**src/rtl/peak_hold_bank.sv**
```systemverilog
// peak_hold_bank: bank of independent peak-hold meters.
// Each channel keeps the last accepted sample and a peak value that is held
// for HOLD_CYCLES enabled cycles after capture, then decays by DECAY_STEP per
// enabled cycle (saturating at zero). Rejected loads raise a sticky error flag.
module peak_hold_bank #(
   parameter int WIDTH       = 8,
   parameter int CHANNELS    = 2,
   parameter int HOLD_CYCLES = 1024,
   parameter int DECAY_STEP  = 1
) (
   input  logic                      i_clock,
   input  logic                      i_reset,
   input  logic                      i_enable,
   input  logic                      i_clear,
   input  logic [CHANNELS-1:0]       i_load,
   input  logic [CHANNELS-1:0]       i_error,
   input  logic [CHANNELS*WIDTH-1:0] i_data_in,
   output logic [CHANNELS*WIDTH-1:0] o_data_out,
   output logic [CHANNELS*WIDTH-1:0] o_peak_out,
   output logic [CHANNELS-1:0]       o_peak_new,
   output logic [CHANNELS-1:0]       o_error_sticky
);

   localparam int TW = $clog2(HOLD_CYCLES + 1);
   localparam logic [TW-1:0]    HOLD_INIT = TW'(HOLD_CYCLES - 1);
   localparam logic [TW-1:0]    TIMER_ONE = TW'(1);
   localparam logic [WIDTH-1:0] DSTEP     = WIDTH'(DECAY_STEP);

   typedef enum logic [1:0] {
      ST_IDLE  = 2'd0,
      ST_HOLD  = 2'd1,
      ST_DECAY = 2'd2
   } state_t;

   genvar g;
   generate
      for (g = 0; g < CHANNELS; g++) begin : g_ch
         state_t            r_state, w_state_nxt;
         logic [TW-1:0]     r_timer, w_timer_nxt;
         logic [WIDTH-1:0]  r_peak, w_peak_nxt;
         logic [WIDTH-1:0]  r_data;
         logic [WIDTH-1:0]  w_sample;
         logic              r_peak_new, w_peak_new_nxt;
         logic              r_err;
         logic              w_accept, w_reject, w_capture;

         assign w_sample  = i_data_in[g*WIDTH +: WIDTH];
         assign w_accept  = i_enable & i_load[g] & ~i_error[g];
         assign w_reject  = i_enable & i_load[g] & i_error[g];
         // A sample equal to the current peak also captures, restarting the hold.
         assign w_capture = w_accept & (w_sample >= r_peak);

         // Next-state logic: clear > capture > hold countdown > decay.
         always_comb begin
            w_state_nxt    = r_state;
            w_timer_nxt    = r_timer;
            w_peak_nxt     = r_peak;
            w_peak_new_nxt = 1'b0;
            if (i_clear) begin
               w_state_nxt = ST_IDLE;
               w_timer_nxt = '0;
               w_peak_nxt  = '0;
            end else if (w_capture) begin
               w_state_nxt    = ST_HOLD;
               w_timer_nxt    = HOLD_INIT;
               w_peak_nxt     = w_sample;
               w_peak_new_nxt = 1'b1;
            end else if (i_enable) begin
               case (r_state)
                  ST_IDLE: begin
                     w_state_nxt = ST_IDLE;
                  end
                  ST_HOLD: begin
                     // Peak is unchanged on the cycle the hold expires.
                     if (r_timer != '0) begin
                        w_timer_nxt = r_timer - TIMER_ONE;
                     end else begin
                        w_state_nxt = ST_DECAY;
                     end
                  end
                  ST_DECAY: begin
                     // Saturating subtraction: never wraps below zero.
                     if (r_peak > DSTEP) begin
                        w_peak_nxt = r_peak - DSTEP;
                     end else begin
                        w_peak_nxt  = '0;
                        w_state_nxt = ST_IDLE;
                     end
                  end
                  default: begin
                     w_state_nxt = ST_IDLE;
                     w_timer_nxt = '0;
                     w_peak_nxt  = '0;
                  end
               endcase
            end else begin
               w_state_nxt = r_state;
            end
         end

         // Peak FSM state, hold timer, peak value and new-peak pulse registers.
         always_ff @(posedge i_clock or posedge i_reset) begin
            if (i_reset) begin
               r_state    <= ST_IDLE;
               r_timer    <= '0;
               r_peak     <= '0;
               r_peak_new <= 1'b0;
            end else begin
               r_state    <= w_state_nxt;
               r_timer    <= w_timer_nxt;
               r_peak     <= w_peak_nxt;
               r_peak_new <= w_peak_new_nxt;
            end
         end

         // Last accepted sample; clear deliberately leaves it alone.
         always_ff @(posedge i_clock or posedge i_reset) begin
            if (i_reset) begin
               r_data <= '1;
            end else if (w_accept) begin
               r_data <= w_sample;
            end
         end

         // Sticky flag for rejected loads; clear wins over a same-cycle reject.
         always_ff @(posedge i_clock or posedge i_reset) begin
            if (i_reset) begin
               r_err <= 1'b0;
            end else if (i_clear) begin
               r_err <= 1'b0;
            end else if (w_reject) begin
               r_err <= 1'b1;
            end
         end

         assign o_data_out[g*WIDTH +: WIDTH] = r_data;
         assign o_peak_out[g*WIDTH +: WIDTH] = r_peak;
         assign o_peak_new[g]                = r_peak_new;
         assign o_error_sticky[g]            = r_err;
      end
   endgenerate

endmodule

```
**config.mk**
```make
export PLATFORM = sky130hd
export DESIGN_NAME = peak_hold_bank
export DESIGN_NICKNAME = d
export VERILOG_FILES = /design/src/rtl/peak_hold_bank.sv
export SDC_FILE = /design/constraint.sdc
export NUM_CORES = 1
export LEC_CHECK = 0
export CAP_MARGIN = 25
export CORE_ASPECT_RATIO = 0.8
export CORE_UTILIZATION = 65
export CTS_BUF_LIST = sky130_fd_sc_hd__clkbuf_8
export CTS_CLUSTER_SIZE = 8
export DETAILED_ROUTE_END_ITERATION = 8
export DONT_BUFFER_PORTS = 1
export PLACE_DENSITY_LB_ADDON = 0.1
export SYNTH_ARGS = -nofsm -noshare
export SYNTH_HDL_FRONTEND = slang
export SYNTH_SLANG_ARGS = --single-unit
```
**constraint.sdc**
```tcl
create_clock -name i_clock -period 3 [get_ports i_clock]
set_input_delay 0.6 -clock i_clock [delete_from_list [all_inputs] [get_ports i_clock]]
set_output_delay 0.6 -clock i_clock [all_outputs]
set_load 0.01 [all_outputs]
```
==> results by group <==
Timing
  – Worst Tran Pin Value: 0.866 ns
  – Fmax: 375 MHz
  – Final slew viol count: 0
  – Hold_ws: 0.167 ns
  – Relative slew slack: 0.421
  – Final Hold Vio Count: 0
  – # setup viols final: 0
  – Setup Skew: 0.00626 ns
  – Setup TNS: 0 ns
  – Period minus WS final: 2.67 ns
  – Crit share post-route: 0.890
  – RSZ-0062 raised after global routing: no

Yosys
  – Syn Std Cell Area: 4090 um^2
  – Sequential cell area fraction in the yosys report: 0.385
  – Synth warn: 0
  – Mapped Cells: 472
  – Async S/R FF share, synth: 1.00
  – Netlist cell types: 67
  – Number of enable flip-flop cells after synthesis: 0
  – Ys flop type: dfrtp_1
  – Syn_nets: 520
  – Syn Area/Cell: 8.66 um^2
  – Yosys reg bits: 62

Die
  – Die Y-Extent: 72.9 um
  – Num rows: 25
  – Initial core utilization: 0.684
  – Core area: 5970 um^2
  – Num ports: 60
  – Die Footprint: 6610 um^2
  – Die width: 90.6 um

Detailed routing
  – DRC: 0
  – Starting DRT DRC Count: 361
  – Post-detailed-route count of antenna-violating nets: 0
  – Routed WL: 10400 um
  – Vias after detailed routing: 3741
  – Via-per-instance ratio: 6.70
  – Routed wire length per instance: 18.6 um
  – 1st-pass router iterations: 5

Clock network
  – Htree depth: 3
  – Setup bufs post-CTS: 0
  – CTS resizes: 0
  – Root Buffer: clkbuf_8
  – CTS tree: built
  – CTS clk-pin slew, worst paths: 0.07 ns
  – Clock buffer depth: 2
  – Post-CTS Hold Buffers: 0
  – Sink Count: 62
  – Clk_lat worst skew: 0.35 ns
  – TritonCTS buffer count: 9

Flow run
  – Maxcap violations: 0

Worst setup path
  – Crit-path slowest cell: nor2b_1
  – Max FO, Critical Path: 11
  – Largest delay share family, worst path: simple AND/OR/NAND/NOR gates
  – Worst setup path class: register to register
  – Worst Setup End Kind: register
  – CP bufs+invs: 1
  – Required time of the critical path: 3.27 ns
  – CP Cell Sequence: inv_1 > ha_1 > o21a_1 > nor2_1 > o31ai_1 > nor2b_1 > o21ai_0 > a21oi_1
  – Crit path largest cell delay: 0.75 ns
  – Setup crit start kind: register
  – Critical Path AT: 2.94 ns

Power and ir drop
  – Pwr Total: 0.00234 W
  – Leakage: 1.85 nW
  – Clock network fraction of design power: 0.281
  – Switching share of total power: 0.356
  – Share of total power in sequential cells: 0.459
  – Worst ir drop on vdd: 0.391 mV
  – Comb power frac: 0.260
  – Cell internal pwr: 0.00151 W
  – Pwr dens: 539 nW/um^2
  – P_sw: 0.000834 W

Cells and area
  – Post-layout util: 0.727
  – Sequential cell area: 1570 um^2
  – Layout area overhead: 6.28%
  – Number of nets in the layout: 520
  – Post-route cell area: 4340 um^2
  – Multi-input gate area: 2260 um^2
  – # fillers: 449
  – ANT cells: 0
  – Share of cells above drive strength 1: 0.134

Placement
  – PortBufs: 0
  – Routability cong.: 0.893
  – Placed cell areas: 4170 um^2
  – Placed wire-length estimate: 7310 um

Global routing
  – Overflow after GRT: 0
  – Largest net degree at the start of global routing: 37
  – Tot GR Track Use: 0.331
  – Global-route wire length before repair: 17100 um
  – Vias in the first global route: 3476
  – Initial antenna violation count: 0

Min path
  – Min-Delay Path Class: primary input to async pin

Run status
  – Status: finished clean
[power groups by stage]
stage | sequential (W) | clock [W] | combinational [W]
2_1_floorplan | 0.00105 | 0 | 0.000493
3_3_place_gp | 0.00108 | 0 | 0.000577
3_5_place_dp | 0.00108 | 0 | 0.000596
4_1_cts | 0.00107 | 0.000657 | 0.000600
5_1_grt | 0.00108 | 0.000694 | 0.000680
6_report | 0.00107 | 0.000658 | 0.000608
[per-stage QoR]
stage | instances | setup slack [ns]
6_report | 558 | 0.331
5_1_grt | 558 | 0.151
4_1_cts | 558 | 0.396
3_5_place_dp | 542 | 0.230
3_3_place_gp | 542 | 0.275
2_1_floorplan | 472 | 0.486
[state kept, by name, indices dropped and copies added (netlist names)]
name,cells
g_ch.r_timer,22
g_ch.r_err,2
g_ch.r_data,16
g_ch.r_peak,16
g_ch.r_state,4
g_ch.r_peak_new,2
[layer usage]
metal / up-vias / routed length [um] / global-route usage
li1: 1733 / - / -
met1: 1808 / 4800 / 0.469
met2: 177 / 4480 / 0.483
met3: 23 / 918 / 0.107
met4: 0 / 193 / 0.0986
met5: - / 0 / 0
[final timing paths]
kind,from,endpoint,slack [ns],depth (start not counted)
max,g_ch[0].r_peak[2],g_ch[0].r_timer[6],0.33,8
min,i_reset,g_ch[0].r_timer[9],0.17,1
max reg2reg,g_ch[0].r_peak[2],g_ch[0].r_timer[6],0.33,8
min reg2reg,g_ch[1].r_data[4],g_ch[1].r_data[4],0.49,2
max in group asynchronous,i_reset,g_ch[1].r_data[6],2.07,2
min in group i_clock,i_clear,g_ch[0].r_timer[3],0.30,1
[cell type report]
cell class,instances,share of cell area
Clock buffer,10,0.0317
Inverter,31,0.0268
Tap cell,81,0.0233
Clock inverter,6,0.00692
Timing Repair Buffer,15,0.0288
Sequential cell,62,0.362
Multi-Input combinational cell,353,0.520
[cells in the mapped netlist (9+ instances only)]
library cell / number / area, um^2
ha_1: 24 / 300
nand4_1: 9 / 56.3
o21ai_0: 22 / 110
dfstp_2: 16 / 420
nand3_1: 10 / 50.1
a21oi_1: 34 / 170
nor4_1: 10 / 62.6
nor3_1: 13 / 65.1
nand2_1: 64 / 240
nor2_1: 36 / 135
a31oi_1: 15 / 93.8
inv_1: 30 / 113
clkbuf_1: 11 / 41.3
dfrtp_1: 46 / 1150
[logic make-up (layout without fill, tap and decap cells)]
logic type               after synthesis  in the layout  synth area share
flip-flops                            62             62             0.385
AO/OA/AOI/OAI                        140            140             0.237
AND/OR/NAND/NOR                      175            175             0.207
buffers and inverters                 57             62            0.0622
adder cells (fa/ha/maj)               24             24            0.0735
multiplexers                          11             11            0.0291
XOR/XNOR                               3              3           0.00643
[cells in the final DEF (no fill, tap or decap), types with 8 or more instances in the layout]
cell type and count:
buf_4 14, o21ai_0 22, inv_1 31, nand4_1 9, nor2_1 36, nor4_1 10, dfrtp_1 46, clkbuf_8 10
a21oi_1 34, dfstp_2 16, ha_1 24, nor3_1 13, a31oi_1 15, a32o_1 8, nand2_1 64, nand3_1 10
(Power assumes the default switching activity.)
